**config.mk**
```make
export PLATFORM = sky130hd
export DESIGN_NAME = lsu_rd_pack_flat
export DESIGN_NICKNAME = d
export VERILOG_FILES = /design/src/rtl/lsu_rd_pack_if.sv /design/src/rtl/lsu_rd_pack.sv /design/src/flat_wrapper.sv
export SDC_FILE = /design/constraint.sdc
export NUM_CORES = 1
export LEC_CHECK = 0
export CORE_MARGIN = 8
export CORE_UTILIZATION = 45
export CTS_CLUSTER_SIZE = 20
export DETAILED_ROUTE_END_ITERATION = 8
export GPL_TIMING_DRIVEN = 0
export HOLD_SLACK_MARGIN = 0.03
export PLACE_DENSITY = 0.81
export SLEW_MARGIN = 15
export SYNTH_ARGS = -nofsm -noshare
export SYNTH_HDL_FRONTEND = slang
export SYNTH_SLANG_ARGS = --single-unit
```
**constraint.sdc**
```tcl
create_clock -name clk -period 2.9 [get_ports clk]
set_input_delay 0.58 -clock clk [delete_from_list [all_inputs] [get_ports clk]]
set_output_delay 0.58 -clock clk [all_outputs]
set_load 0.005 [all_outputs]
```
**src/rtl/lsu_rd_pack_if.sv**
```systemverilog
`default_nettype none
// ============================================================================
// Module   : lsu_rd_pack_if
// Brief    : Command, AXI R-channel, RAM row-write and done signals of the
//            LSU read-response packer.
// Revision : 1.0 - initial release
// ============================================================================
interface lsu_rd_pack_if #(
    parameter int ADDR_W = 12,
    parameter int ID_W   = 8
);
    logic              cmd_vld;
    logic              cmd_rdy;
    logic [ID_W-1:0]   cmd_id;
    logic [7:0]        cmd_len;
    logic              cmd_dst;
    logic [ADDR_W-1:0] cmd_addr;

    logic [ID_W-1:0]   axi_lsu_rid;
    logic [63:0]       axi_lsu_rdata;
    logic [1:0]        axi_lsu_rresp;
    logic              axi_lsu_rlast;
    logic              axi_lsu_rvld;
    logic              lsu_axi_rrdy;

    logic              ram_wr_vld;
    logic              ram_wr_rdy;
    logic              ram_wr_sel;
    logic [ADDR_W-1:0] ram_wr_addr;
    logic [127:0]      ram_wr_data;
    logic [1:0]        ram_wr_mask;

    logic              done_vld;
    logic              done_err;

    // master: the packer itself; slave: the LSU / AXI / RAM surroundings
    modport master (
        input  cmd_vld, cmd_id, cmd_len, cmd_dst, cmd_addr,
        input  axi_lsu_rid, axi_lsu_rdata, axi_lsu_rresp, axi_lsu_rlast, axi_lsu_rvld,
        input  ram_wr_rdy,
        output cmd_rdy, lsu_axi_rrdy,
        output ram_wr_vld, ram_wr_sel, ram_wr_addr, ram_wr_data, ram_wr_mask,
        output done_vld, done_err
    );

    modport slave (
        output cmd_vld, cmd_id, cmd_len, cmd_dst, cmd_addr,
        output axi_lsu_rid, axi_lsu_rdata, axi_lsu_rresp, axi_lsu_rlast, axi_lsu_rvld,
        output ram_wr_rdy,
        input  cmd_rdy, lsu_axi_rrdy,
        input  ram_wr_vld, ram_wr_sel, ram_wr_addr, ram_wr_data, ram_wr_mask,
        input  done_vld, done_err
    );
endinterface
`default_nettype wire

```
**src/rtl/lsu_rd_pack.sv**
```systemverilog
`default_nettype none
// ============================================================================
// Module   : lsu_rd_pack
// Brief    : Packs 64-bit AXI R beats pairwise into 128-bit IRAM/WRAM rows
//            with auto-incrementing row address; one done/error pulse per burst.
//            Optional stall counter port enabled by LSU_RD_PACK_PERF_EN.
// Revision : 1.0 - initial release
// ============================================================================
module lsu_rd_pack #(
    parameter int ADDR_W = 12,
    parameter int ID_W   = 8
) (
    input  wire              clk,
    input  wire              rst,
    lsu_rd_pack_if.master    bus
`ifdef LSU_RD_PACK_PERF_EN
    ,
    output logic [15:0]      perf_stall_cnt
`endif
);

    typedef enum logic [2:0] {
        S_IDLE = 3'd0,
        S_LO   = 3'd1,
        S_HI   = 3'd2,
        S_WR   = 3'd3,
        S_DONE = 3'd4
    } state_t;

    localparam logic [ADDR_W-1:0] c_addr_one = ADDR_W'(1);

    state_t            r_state;
    logic              r_cmd_rdy;
    logic              r_rrdy;
    logic              r_wr_vld;
    logic              r_done_vld;
    logic              r_done_err;
    logic [ID_W-1:0]   r_id;
    logic [7:0]        r_len;
    logic              r_sel;
    logic [ADDR_W-1:0] r_addr;
    logic [127:0]      r_row;
    logic [1:0]        r_mask;
    logic [8:0]        r_beat_cnt;
    logic              r_err;
    logic              r_fin;

    logic w_cmd_fire;
    logic w_beat_fire;
    logic w_wr_fire;
    logic w_expect_last;
    logic w_final;
    logic w_beat_err;

    assign w_cmd_fire    = bus.cmd_vld & r_cmd_rdy;
    assign w_beat_fire   = bus.axi_lsu_rvld & r_rrdy;
    assign w_wr_fire     = r_wr_vld & bus.ram_wr_rdy;
    assign w_expect_last = (r_beat_cnt == {1'b0, r_len});
    assign w_final       = w_expect_last | bus.axi_lsu_rlast;
    // rlast disagreeing with the beat count in either direction is a protocol error
    assign w_beat_err    = (bus.axi_lsu_rresp != 2'b00)
                         | (bus.axi_lsu_rid != r_id)
                         | (bus.axi_lsu_rlast ^ w_expect_last);

    always_ff @(posedge clk) begin
        if (rst) begin
            r_state    <= S_IDLE;
            r_cmd_rdy  <= 1'b1;
            r_rrdy     <= 1'b0;
            r_wr_vld   <= 1'b0;
            r_done_vld <= 1'b0;
            r_done_err <= 1'b0;
            r_id       <= '0;
            r_len      <= '0;
            r_sel      <= 1'b0;
            r_addr     <= '0;
            r_row      <= '0;
            r_mask     <= 2'b00;
            r_beat_cnt <= '0;
            r_err      <= 1'b0;
            r_fin      <= 1'b0;
        end else begin
            case (r_state)
                S_IDLE: begin
                    if (w_cmd_fire) begin
                        r_id       <= bus.cmd_id;
                        r_len      <= bus.cmd_len;
                        r_sel      <= bus.cmd_dst;
                        r_addr     <= bus.cmd_addr;
                        r_beat_cnt <= '0;
                        r_err      <= 1'b0;
                        r_fin      <= 1'b0;
                        r_cmd_rdy  <= 1'b0;
                        r_rrdy     <= 1'b1;
                        r_state    <= S_LO;
                    end
                end
                S_LO: begin
                    if (w_beat_fire) begin
                        // upper half cleared so an odd final row carries zeros
                        r_row      <= {64'd0, bus.axi_lsu_rdata};
                        r_beat_cnt <= r_beat_cnt + 9'd1;
                        r_err      <= r_err | w_beat_err;
                        if (w_final) begin
                            r_mask   <= 2'b01;
                            r_fin    <= 1'b1;
                            r_rrdy   <= 1'b0;
                            r_wr_vld <= 1'b1;
                            r_state  <= S_WR;
                        end else begin
                            r_state  <= S_HI;
                        end
                    end
                end
                S_HI: begin
                    if (w_beat_fire) begin
                        r_row[127:64] <= bus.axi_lsu_rdata;
                        r_beat_cnt    <= r_beat_cnt + 9'd1;
                        r_err         <= r_err | w_beat_err;
                        r_mask        <= 2'b11;
                        r_fin         <= w_final;
                        r_rrdy        <= 1'b0;
                        r_wr_vld      <= 1'b1;
                        r_state       <= S_WR;
                    end
                end
                S_WR: begin
                    if (w_wr_fire) begin
                        r_addr   <= r_addr + c_addr_one;
                        r_wr_vld <= 1'b0;
                        if (r_fin) begin
                            r_done_vld <= 1'b1;
                            r_done_err <= r_err;
                            r_state    <= S_DONE;
                        end else begin
                            r_rrdy     <= 1'b1;
                            r_state    <= S_LO;
                        end
                    end
                end
                S_DONE: begin
                    r_done_vld <= 1'b0;
                    r_done_err <= 1'b0;
                    r_cmd_rdy  <= 1'b1;
                    r_state    <= S_IDLE;
                end
                default: begin
                    r_state <= S_IDLE;
                end
            endcase
        end
    end

`ifdef LSU_RD_PACK_PERF_EN
    localparam logic [15:0] c_stall_max = 16'hFFFF;

    logic [15:0] r_stall_cnt;

    always_ff @(posedge clk) begin
        if (rst || w_cmd_fire) begin
            r_stall_cnt <= '0;
        end else if (r_state == S_WR && !bus.ram_wr_rdy && r_stall_cnt != c_stall_max) begin
            r_stall_cnt <= r_stall_cnt + 16'd1;
        end
    end

    assign perf_stall_cnt = r_stall_cnt;
`endif

    assign bus.cmd_rdy      = r_cmd_rdy;
    assign bus.lsu_axi_rrdy = r_rrdy;
    assign bus.ram_wr_vld   = r_wr_vld;
    assign bus.ram_wr_sel   = r_sel;
    assign bus.ram_wr_addr  = r_addr;
    assign bus.ram_wr_data  = r_row;
    assign bus.ram_wr_mask  = r_mask;
    assign bus.done_vld     = r_done_vld;
    assign bus.done_err     = r_done_err;

endmodule
`default_nettype wire

```
**src/flat_wrapper.sv**
```systemverilog
// flat-port wrapper written by rule: the top's interface ports become plain ports
module lsu_rd_pack_flat 
#(
    parameter int ADDR_W = 12,
    parameter int ID_W   = 8
)
  (clk, rst, bus_cmd_vld, bus_cmd_id, bus_cmd_len, bus_cmd_dst, bus_cmd_addr, bus_axi_lsu_rid, bus_axi_lsu_rdata, bus_axi_lsu_rresp, bus_axi_lsu_rlast, bus_axi_lsu_rvld, bus_ram_wr_rdy, bus_cmd_rdy, bus_lsu_axi_rrdy, bus_ram_wr_vld, bus_ram_wr_sel, bus_ram_wr_addr, bus_ram_wr_data, bus_ram_wr_mask, bus_done_vld, bus_done_err);
  lsu_rd_pack_if #(.ADDR_W(ADDR_W), .ID_W(ID_W)) bus_i ();
  input  wire clk;
  input  wire rst;
  input wire logic [$bits(bus_i.cmd_vld)-1:0] bus_cmd_vld;
  input wire logic [$bits(bus_i.cmd_id)-1:0] bus_cmd_id;
  input wire logic [$bits(bus_i.cmd_len)-1:0] bus_cmd_len;
  input wire logic [$bits(bus_i.cmd_dst)-1:0] bus_cmd_dst;
  input wire logic [$bits(bus_i.cmd_addr)-1:0] bus_cmd_addr;
  input wire logic [$bits(bus_i.axi_lsu_rid)-1:0] bus_axi_lsu_rid;
  input wire logic [$bits(bus_i.axi_lsu_rdata)-1:0] bus_axi_lsu_rdata;
  input wire logic [$bits(bus_i.axi_lsu_rresp)-1:0] bus_axi_lsu_rresp;
  input wire logic [$bits(bus_i.axi_lsu_rlast)-1:0] bus_axi_lsu_rlast;
  input wire logic [$bits(bus_i.axi_lsu_rvld)-1:0] bus_axi_lsu_rvld;
  input wire logic [$bits(bus_i.ram_wr_rdy)-1:0] bus_ram_wr_rdy;
  output wire logic [$bits(bus_i.cmd_rdy)-1:0] bus_cmd_rdy;
  output wire logic [$bits(bus_i.lsu_axi_rrdy)-1:0] bus_lsu_axi_rrdy;
  output wire logic [$bits(bus_i.ram_wr_vld)-1:0] bus_ram_wr_vld;
  output wire logic [$bits(bus_i.ram_wr_sel)-1:0] bus_ram_wr_sel;
  output wire logic [$bits(bus_i.ram_wr_addr)-1:0] bus_ram_wr_addr;
  output wire logic [$bits(bus_i.ram_wr_data)-1:0] bus_ram_wr_data;
  output wire logic [$bits(bus_i.ram_wr_mask)-1:0] bus_ram_wr_mask;
  output wire logic [$bits(bus_i.done_vld)-1:0] bus_done_vld;
  output wire logic [$bits(bus_i.done_err)-1:0] bus_done_err;
  assign bus_i.cmd_vld = bus_cmd_vld;
  assign bus_i.cmd_id = bus_cmd_id;
  assign bus_i.cmd_len = bus_cmd_len;
  assign bus_i.cmd_dst = bus_cmd_dst;
  assign bus_i.cmd_addr = bus_cmd_addr;
  assign bus_i.axi_lsu_rid = bus_axi_lsu_rid;
  assign bus_i.axi_lsu_rdata = bus_axi_lsu_rdata;
  assign bus_i.axi_lsu_rresp = bus_axi_lsu_rresp;
  assign bus_i.axi_lsu_rlast = bus_axi_lsu_rlast;
  assign bus_i.axi_lsu_rvld = bus_axi_lsu_rvld;
  assign bus_i.ram_wr_rdy = bus_ram_wr_rdy;
  assign bus_cmd_rdy = bus_i.cmd_rdy;
  assign bus_lsu_axi_rrdy = bus_i.lsu_axi_rrdy;
  assign bus_ram_wr_vld = bus_i.ram_wr_vld;
  assign bus_ram_wr_sel = bus_i.ram_wr_sel;
  assign bus_ram_wr_addr = bus_i.ram_wr_addr;
  assign bus_ram_wr_data = bus_i.ram_wr_data;
  assign bus_ram_wr_mask = bus_i.ram_wr_mask;
  assign bus_done_vld = bus_i.done_vld;
  assign bus_done_err = bus_i.done_err;
  lsu_rd_pack #(.ADDR_W(ADDR_W), .ID_W(ID_W)) u_core (.clk(clk), .rst(rst), .bus(bus_i));
endmodule
```
# Yosys cells after proc, flatten, opt, wreduce, memory -nomap -nowiden
# Cells that the tools add are included.
# totals
register_bits	178
input_bits	109
output_inout_bits	148
wordCells	107
# op_classes
add_sub_neg	2
eq_ne	14
muxes	44
n_bitwise	8
reduce_logical	23
# ops
cell	n
128-bit 2-to-1 mux	1
64-bit one-hot mux with 2 select lines	1
64-bit 2-to-1 mux	1
12-bit 2-to-1 mux	2
12-bit one-hot mux with 2 select lines	1
1-bit 2-to-1 mux	18
9-bit 2-to-1 mux	2
9-bit one-hot mux with 2 select lines	1
3-bit 2-to-1 mux	5
2-bit by 1-bit inequality test with 1-bit output, second input constant	7
12-bit by 1-bit adder with 12-bit output, second input constant	1
3-bit one-hot mux with 4 select lines	1
3-bit AND reduction	4
2-bit nonzero test	6
5-bit AND reduction	2
9-bit by 1-bit adder with 9-bit output, second input constant	1
9-bit by 8-bit equality test with 1-bit output	1
8-bit inequality test	1
1-bit one-hot mux with 2 select lines	4
4-bit AND reduction	2
7-bit AND reduction	1
3-bit by 2-bit equality test with 1-bit output, second input constant	2
2-bit 2-to-1 mux	3
1-bit one-hot mux with 3 select lines	2
other kinds (13)	21

# Logic depth before layout (Yosys ltp)
# depth
ltp_word	6
ltp_mapped	9
ltp_nobuf	9

# Worst setup path after synthesis
# OpenSTA, ideal clock, no wires.
# synth_path
path_kind	register to register
start	register u_core.r_beat_cnt[0]
end	register u_core.r_mask[1] (netlist: u_core.bus.ram_wr_mask[1])
setup_ns	0.133
t_arrival_ns	1.945
required_time_ns	2.767
setup_slack_ns	0.822
path_stages_with_launch	10
n_path_buf	0
period_less_slack_ns	2.078
path_cell_list	dfxtp_1 > xnor2_1 > nand4_1 > nor3_1 > nand4_1 > ha_1 > or3b_2 > a211oi_2 > nand2b_1 > a21oi_1
# synth_between
elab_chain_cells	4
# synth_rtl
item	line	rtl
start, declared	lsu_rd_pack.sv:44	logic [8:0] r_beat_cnt;
start signal, assigned	lsu_rd_pack.sv:102	r_beat_cnt <= r_beat_cnt + 9'd1;
start signal, assigned	lsu_rd_pack.sv:118	r_beat_cnt <= r_beat_cnt + 9'd1;
9-bit by 8-bit equality test with 1-bit output	lsu_rd_pack.sv:58	assign w_expect_last = (r_beat_cnt == {1'b0, r_len});
1-bit OR	lsu_rd_pack.sv:59	assign w_final = w_expect_last | bus.axi_lsu_rlast;
2-bit by 1-bit inequality test with 1-bit output (no line)	-	
4-bit AND reduction (no line)	-	
end signal, assigned	lsu_rd_pack.sv:78	r_mask <= 2'b00;
end signal, assigned	lsu_rd_pack.sv:105	r_mask <= 2'b01;
end signal, assigned	lsu_rd_pack.sv:120	r_mask <= 2'b11;
end, declared	lsu_rd_pack.sv:43	logic [1:0] r_mask;
# No other way between the ends.
# A chain may end at the register's enable or synchronous reset.

# Final worst setup path
# Ends and elaborated chain as after synthesis.

==> impl_results.html <==
<table>
<tr><th>Metric</th><th>Value</th></tr>
<tr><th colspan="2">STA</th></tr>
<tr><td>Final clock skew</td><td>0.00820 ns</td></tr>
<tr><td>Post-Route Setup TNS</td><td>0 ns</td></tr>
<tr><td>Hold Vio Cnt, Final</td><td>0</td></tr>
<tr><td>Setup repair after global routing missed its margin</td><td>no</td></tr>
<tr><td>Finish-stage setup viols</td><td>0</td></tr>
<tr><td>Relative slew slack</td><td>0.519</td></tr>
<tr><td>Tightest Pin Transition</td><td>about 0.72 ns</td></tr>
<tr><td>Final number of max-transition violations</td><td>0</td></tr>
<tr><td>Period utilisation layout</td><td>0.878</td></tr>
<tr><td>Maximum frequency from static timing analysis</td><td>393 MHz</td></tr>
<tr><td>Post-route minimum period</td><td>between 2 and 3 ns</td></tr>
<tr><th colspan="2">Clock network</th></tr>
<tr><td>Total of cells resized after clock tree synthesis</td><td>0</td></tr>
<tr><td>Clock insertion delay at the later pin of the skew report</td><td>~0.42 ns</td></tr>
<tr><td>Root Driver</td><td>clkbuf_16</td></tr>
<tr><td>Number of levels the H-tree was split into</td><td>4</td></tr>
<tr><td>Number of setup buffers added after CTS</td><td>0</td></tr>
<tr><td>Number of clock sinks</td><td>178</td></tr>
<tr><td>Total clock buffers created by CTS</td><td>17</td></tr>
<tr><td>Reg clk slew, reported paths</td><td>roughly 0.06 ns</td></tr>
<tr><td>Hold buffer count at cts</td><td>0</td></tr>
<tr><td>TritonCTS clock tree</td><td>built</td></tr>
<tr><td>Worst-case clock buffer depth</td><td>2</td></tr>
<tr><th colspan="2">Critical path</th></tr>
<tr><td>Critical Path Fanout Max</td><td>6</td></tr>
<tr><td>Startpoint Class</td><td>register</td></tr>
<tr><td>Worst setup slack for register-to-register paths</td><td>0.36 ns</td></tr>
<tr><td>Kind of end point of the critical path</td><td>register</td></tr>
<tr><td>Category of the most critical setup path</td><td>register to register</td></tr>
<tr><td>Number of cells traversed by the worst register-to-register path</td><td>9</td></tr>
<tr><td>Capture instance of the worst register-to-register path</td><td>u_core.bus.ram_wr_mask[1]</td></tr>
<tr><td>Worst path required time</td><td>around 3.2 ns</td></tr>
<tr><td>Arrival time reported for the critical path endpoint</td><td>2.83 ns</td></tr>
<tr><td>Startpoint of the most critical register-to-register path</td><td>u_core.r_beat_cnt[0]</td></tr>
<tr><th colspan="2">Cells and area</th></tr>
<tr><td>Fraction of final layout cells sized beyond drive strength 1</td><td>0.0533</td></tr>
<tr><td>Fin cells</td><td>1,380</td></tr>
<tr><td>Share of the core filled with cells</td><td>0.674</td></tr>
<tr><td>Fill cell instance count of the final layout</td><td>between 1,000 and 1,500</td></tr>
<tr><td>Synthesis-to-layout area growth</td><td>48.1%</td></tr>
<tr><td>Number of nets at the end of the flow</td><td>approximately 1,300</td></tr>
<tr><th colspan="2">Hold path</th></tr>
<tr><td>Number of instances on the worst hold path</td><td>2</td></tr>
<tr><td>End of the worst hold path</td><td>u_core.bus.ram_wr_data[13]</td></tr>
<tr><td>Kind of path behind the tightest hold check</td><td>register to register</td></tr>
<tr><td>HP Start</td><td>u_core.bus.ram_wr_data[13]</td></tr>
<tr><th colspan="2">Yosys</th></tr>
<tr><td>Most used flip-flop cell after synthesis</td><td>dfxtp_1</td></tr>
<tr><td>Area share of the largest cell type after synthesis</td><td>0.500</td></tr>
<tr><td>Sequential area share after synthesis</td><td>0.500</td></tr>
<tr><td>Number of synthesized register bits</td><td>between 150 and 200</td></tr>
<tr><td>Post-synthesis average cell area</td><td>a little over 8 sq um</td></tr>
<tr><td>Cells after synthesis</td><td>877</td></tr>
<tr><td>Commonest cells in the synthesized netlist</td><td>nand2_1 (214), dfxtp_1 (178), a21oi_1 (147)</td></tr>
<tr><td>Cell taking the most area after synthesis</td><td>dfxtp_1</td></tr>
<tr><td>Count of flip-flops with a built-in enable after synthesis</td><td>0</td></tr>
<tr><td>Post-synthesis cell area</td><td>about 7100 sq um</td></tr>
<tr><td>Number of distinct standard cells referenced by the synthesized netlist</td><td>54</td></tr>
<tr><td>Cell with the most instances after synthesis</td><td>nand2_1</td></tr>
<tr><td>Proportion of register bits with asynchronous set or reset after synthesis</td><td>0</td></tr>
<tr><td>Count of yosys warnings during synthesis</td><td>0</td></tr>
<tr><td>Syn_nets</td><td>989</td></tr>
<tr><td>Synth area leaders</td><td>dfxtp_1 (50%), nand2_1 (11%), a21oi_1 (10%)</td></tr>
<tr><th colspan="2">Pwr</th></tr>
<tr><td>Leakage power</td><td>between 3 and 4 nW</td></tr>
<tr><td>Total net switching power</td><td>~0.0014 W</td></tr>
<tr><td>Sequential fraction of design power</td><td>0.461</td></tr>
<tr><td>Power Internal</td><td>~0.0042 W</td></tr>
<tr><td>Part of the power in combinational logic</td><td>0.117</td></tr>
<tr><td>Clk network pwr share</td><td>0.422</td></tr>
<tr><td>Areal power density over the cells</td><td>around 530 nW/um^2</td></tr>
<tr><td>Fraction of power spent switching nets</td><td>0.242</td></tr>
<tr><td>Peak supply drop</td><td>about 0.37 mV</td></tr>
<tr><th colspan="2">Place</th></tr>
<tr><td>Instance count after placement with tap cells included</td><td>approximately 1,300</td></tr>
<tr><td>Gp weighted congestion</td><td>0.875</td></tr>
<tr><td>DPL Wire Length</td><td>~18,000 um</td></tr>
<tr><td>Number of buffers inserted by port buffering</td><td>between 200 and 300</td></tr>
<tr><th colspan="2">Routing</th></tr>
<tr><td>Routed via count divided by cell count</td><td>approximately 5.3</td></tr>
<tr><td>Met3 layer wire length in the routed design</td><td>roughly 1500 um</td></tr>
<tr><td>Total number of vias</td><td>7,274</td></tr>
<tr><td>Drt drc</td><td>0</td></tr>
<tr><td>Residual antenna-violating net count after detailed routing</td><td>0</td></tr>
<tr><td>Met2 layer wire length in the routed design</td><td>between 10,000 and 15,000 um</td></tr>
<tr><td>Number of DRC markers after the initial detailed-route iteration</td><td>between 400 and 500</td></tr>
<tr><td>DRT met1 WL</td><td>10,200 um</td></tr>
<tr><td>Average wire per standard cell</td><td>between 15 and 20 um</td></tr>
<tr><td>Top layer in use</td><td>met4</td></tr>
<tr><td>Routed WL</td><td>24,000 um</td></tr>
<tr><td>Number of iterations in the first detailed-routing pass</td><td>5</td></tr>
<tr><th colspan="2">Global route</th></tr>
<tr><td>Number of antenna violations at the first check in global routing</td><td>1</td></tr>
<tr><td>Global-route wire length before repair</td><td>about 37,000 um</td></tr>
<tr><td>Maximum number of pins on one net before global-route repair</td><td>17</td></tr>
<tr><td>Via count of the first global-routing pass</td><td>between 6,000 and 7,000</td></tr>
<tr><td>GRT Overall Usage</td><td>0.233</td></tr>
<tr><td>Remaining global-route overflow</td><td>0</td></tr>
<tr><th colspan="2">Outcome</th></tr>
<tr><td>Status</td><td>finished, final reports clean</td></tr>
<tr><th colspan="2">Floorplanning</th></tr>
<tr><td>Vert. Die Dim</td><td>~140 um</td></tr>
<tr><td>Initial cell density of the core</td><td>0.455</td></tr>
<tr><td>Die Outline Area</td><td>between 20,000 and 25,000 sq um</td></tr>
<tr><td>Chip Width</td><td>142 um</td></tr>
<tr><td>Standard cell core area</td><td>roughly 16,000 sq um</td></tr>
<tr><td>I/O pin count</td><td>257</td></tr>
<tr><td>Number of rows in the core area</td><td>46</td></tr>
<tr><th colspan="2">Flow run</th></tr>
<tr><td>MaxCap Viol Count</td><td>0</td></tr>
</table>
## worst max-delay path by stage
stage                         startpoint                         to  slack (ns)  depth (start not counted)
CTS                 u_core.r_beat_cnt[0]  u_core.bus.ram_wr_mask[1]        0.34                          9
detailed placement      bus_axi_lsu_rvld  u_core.bus.ram_wr_data[4]        0.23                          7
finish              u_core.r_beat_cnt[0]  u_core.bus.ram_wr_mask[1]        0.36                          9
floorplan           u_core.r_beat_cnt[0]  u_core.bus.ram_wr_mask[1]        0.82                          9
global placement        bus_axi_lsu_rvld  u_core.bus.ram_wr_data[5]        0.28                          7
global route        u_core.r_beat_cnt[0]  u_core.bus.ram_wr_mask[1]        0.15                          9
## placed cells by master (no fill, tap or decap), drive strengths merged, types with 11 or more instances in the layout
master / n
a21oi: 147
buf: 33
clkbuf: 55
clkdlybuf4s50: 255
dfxtp: 178
inv: 12
mux2i: 21
nand2: 214
nand2b: 11
nand3: 76
nor2: 29
o21ai: 12
xnor2: 12
## sequential cells by signal, summed over array words and instances (netlist names), 2 cells and up
signal	flops
u_core.bus.ram_wr_data	128
u_core.bus.ram_wr_addr	12
u_core.r_beat_cnt	9
u_core.r_id	8
u_core.r_len	8
u_core.r_state	3
u_core.bus.ram_wr_mask	2
## layout make-up
class / count / area, sq um / area share
Clock buffer: 19 / 443 / 0.0420
Clock inverter: 12 / 156 / 0.0148
Antenna cell: 1 / 2.50 / 0.000237
Timing Repair Buffer: 255 / 2550 / 0.242
Sequential cell: 178 / 3560 / 0.338
Buffer: 69 / 302 / 0.0286
Tap cell: 216 / 270 / 0.0256
Multi-Input combinational cell: 620 / 3220 / 0.305
Inverter: 10 / 37.5 / 0.00356
## critical path, cell delays in order (launching register included)
cell      delay [ns]
dfxtp_1         0.45
xnor2_1         0.16
nand4_1         0.11
nor3_1          0.19
nand4_1         0.19
ha_1            0.28
or3b_2          0.46
a211oi_2        0.34
nand2b_1        0.16
a21oi_1         0.06
## metal layers
layer	vias up	track usage
li1	3553	-
met4	0	0.104
met3	49	0.0571
met2	244	0.390
met5	-	0
met1	3428	0.278
## power groups by stage
stage	combinational, W	clock [W]	sequential (W)
global route	0.000709	0.00249	0.00258
floorplan	0.000300	0	0.00262
detailed placement	0.000648	0	0.00263
finish	0.000652	0.00236	0.00258
global placement	0.000637	0	0.00263
CTS	0.000654	0.00239	0.00258
## cell families (layout without fill, tap and decap cells)
kind of cell / after synthesis / after routing / share of synthesized area
other: 0 / 1 / 0
and+or+nand+nor: 383 / 383 / 0.241
AOI/OAI and AO/OA: 196 / 196 / 0.155
muxes: 22 / 22 / 0.0311
DFF: 178 / 178 / 0.500
buffers and inverters: 79 / 365 / 0.0476
adders and majority gates: 3 / 3 / 0.00527
xor gates and xnor gates: 16 / 16 / 0.0197
## through the flow
step | hold WS, ns | total power [W] | cell area [sq um] | worst slack, ns
5_1_grt | 0.473 | 0.00578 | 10500 | 0.149
3_3_place_gp | 0.441 | 0.00326 | 9940 | 0.283
2_1_floorplan | 0.443 | 0.00292 | 7120 | 0.822
3_5_place_dp | 0.446 | 0.00328 | 9940 | 0.230
4_1_cts | 0.455 | 0.00562 | 10500 | 0.337
6_report | 0.454 | 0.00559 | 10500 | 0.355
(Power assumes the default switching activity.)
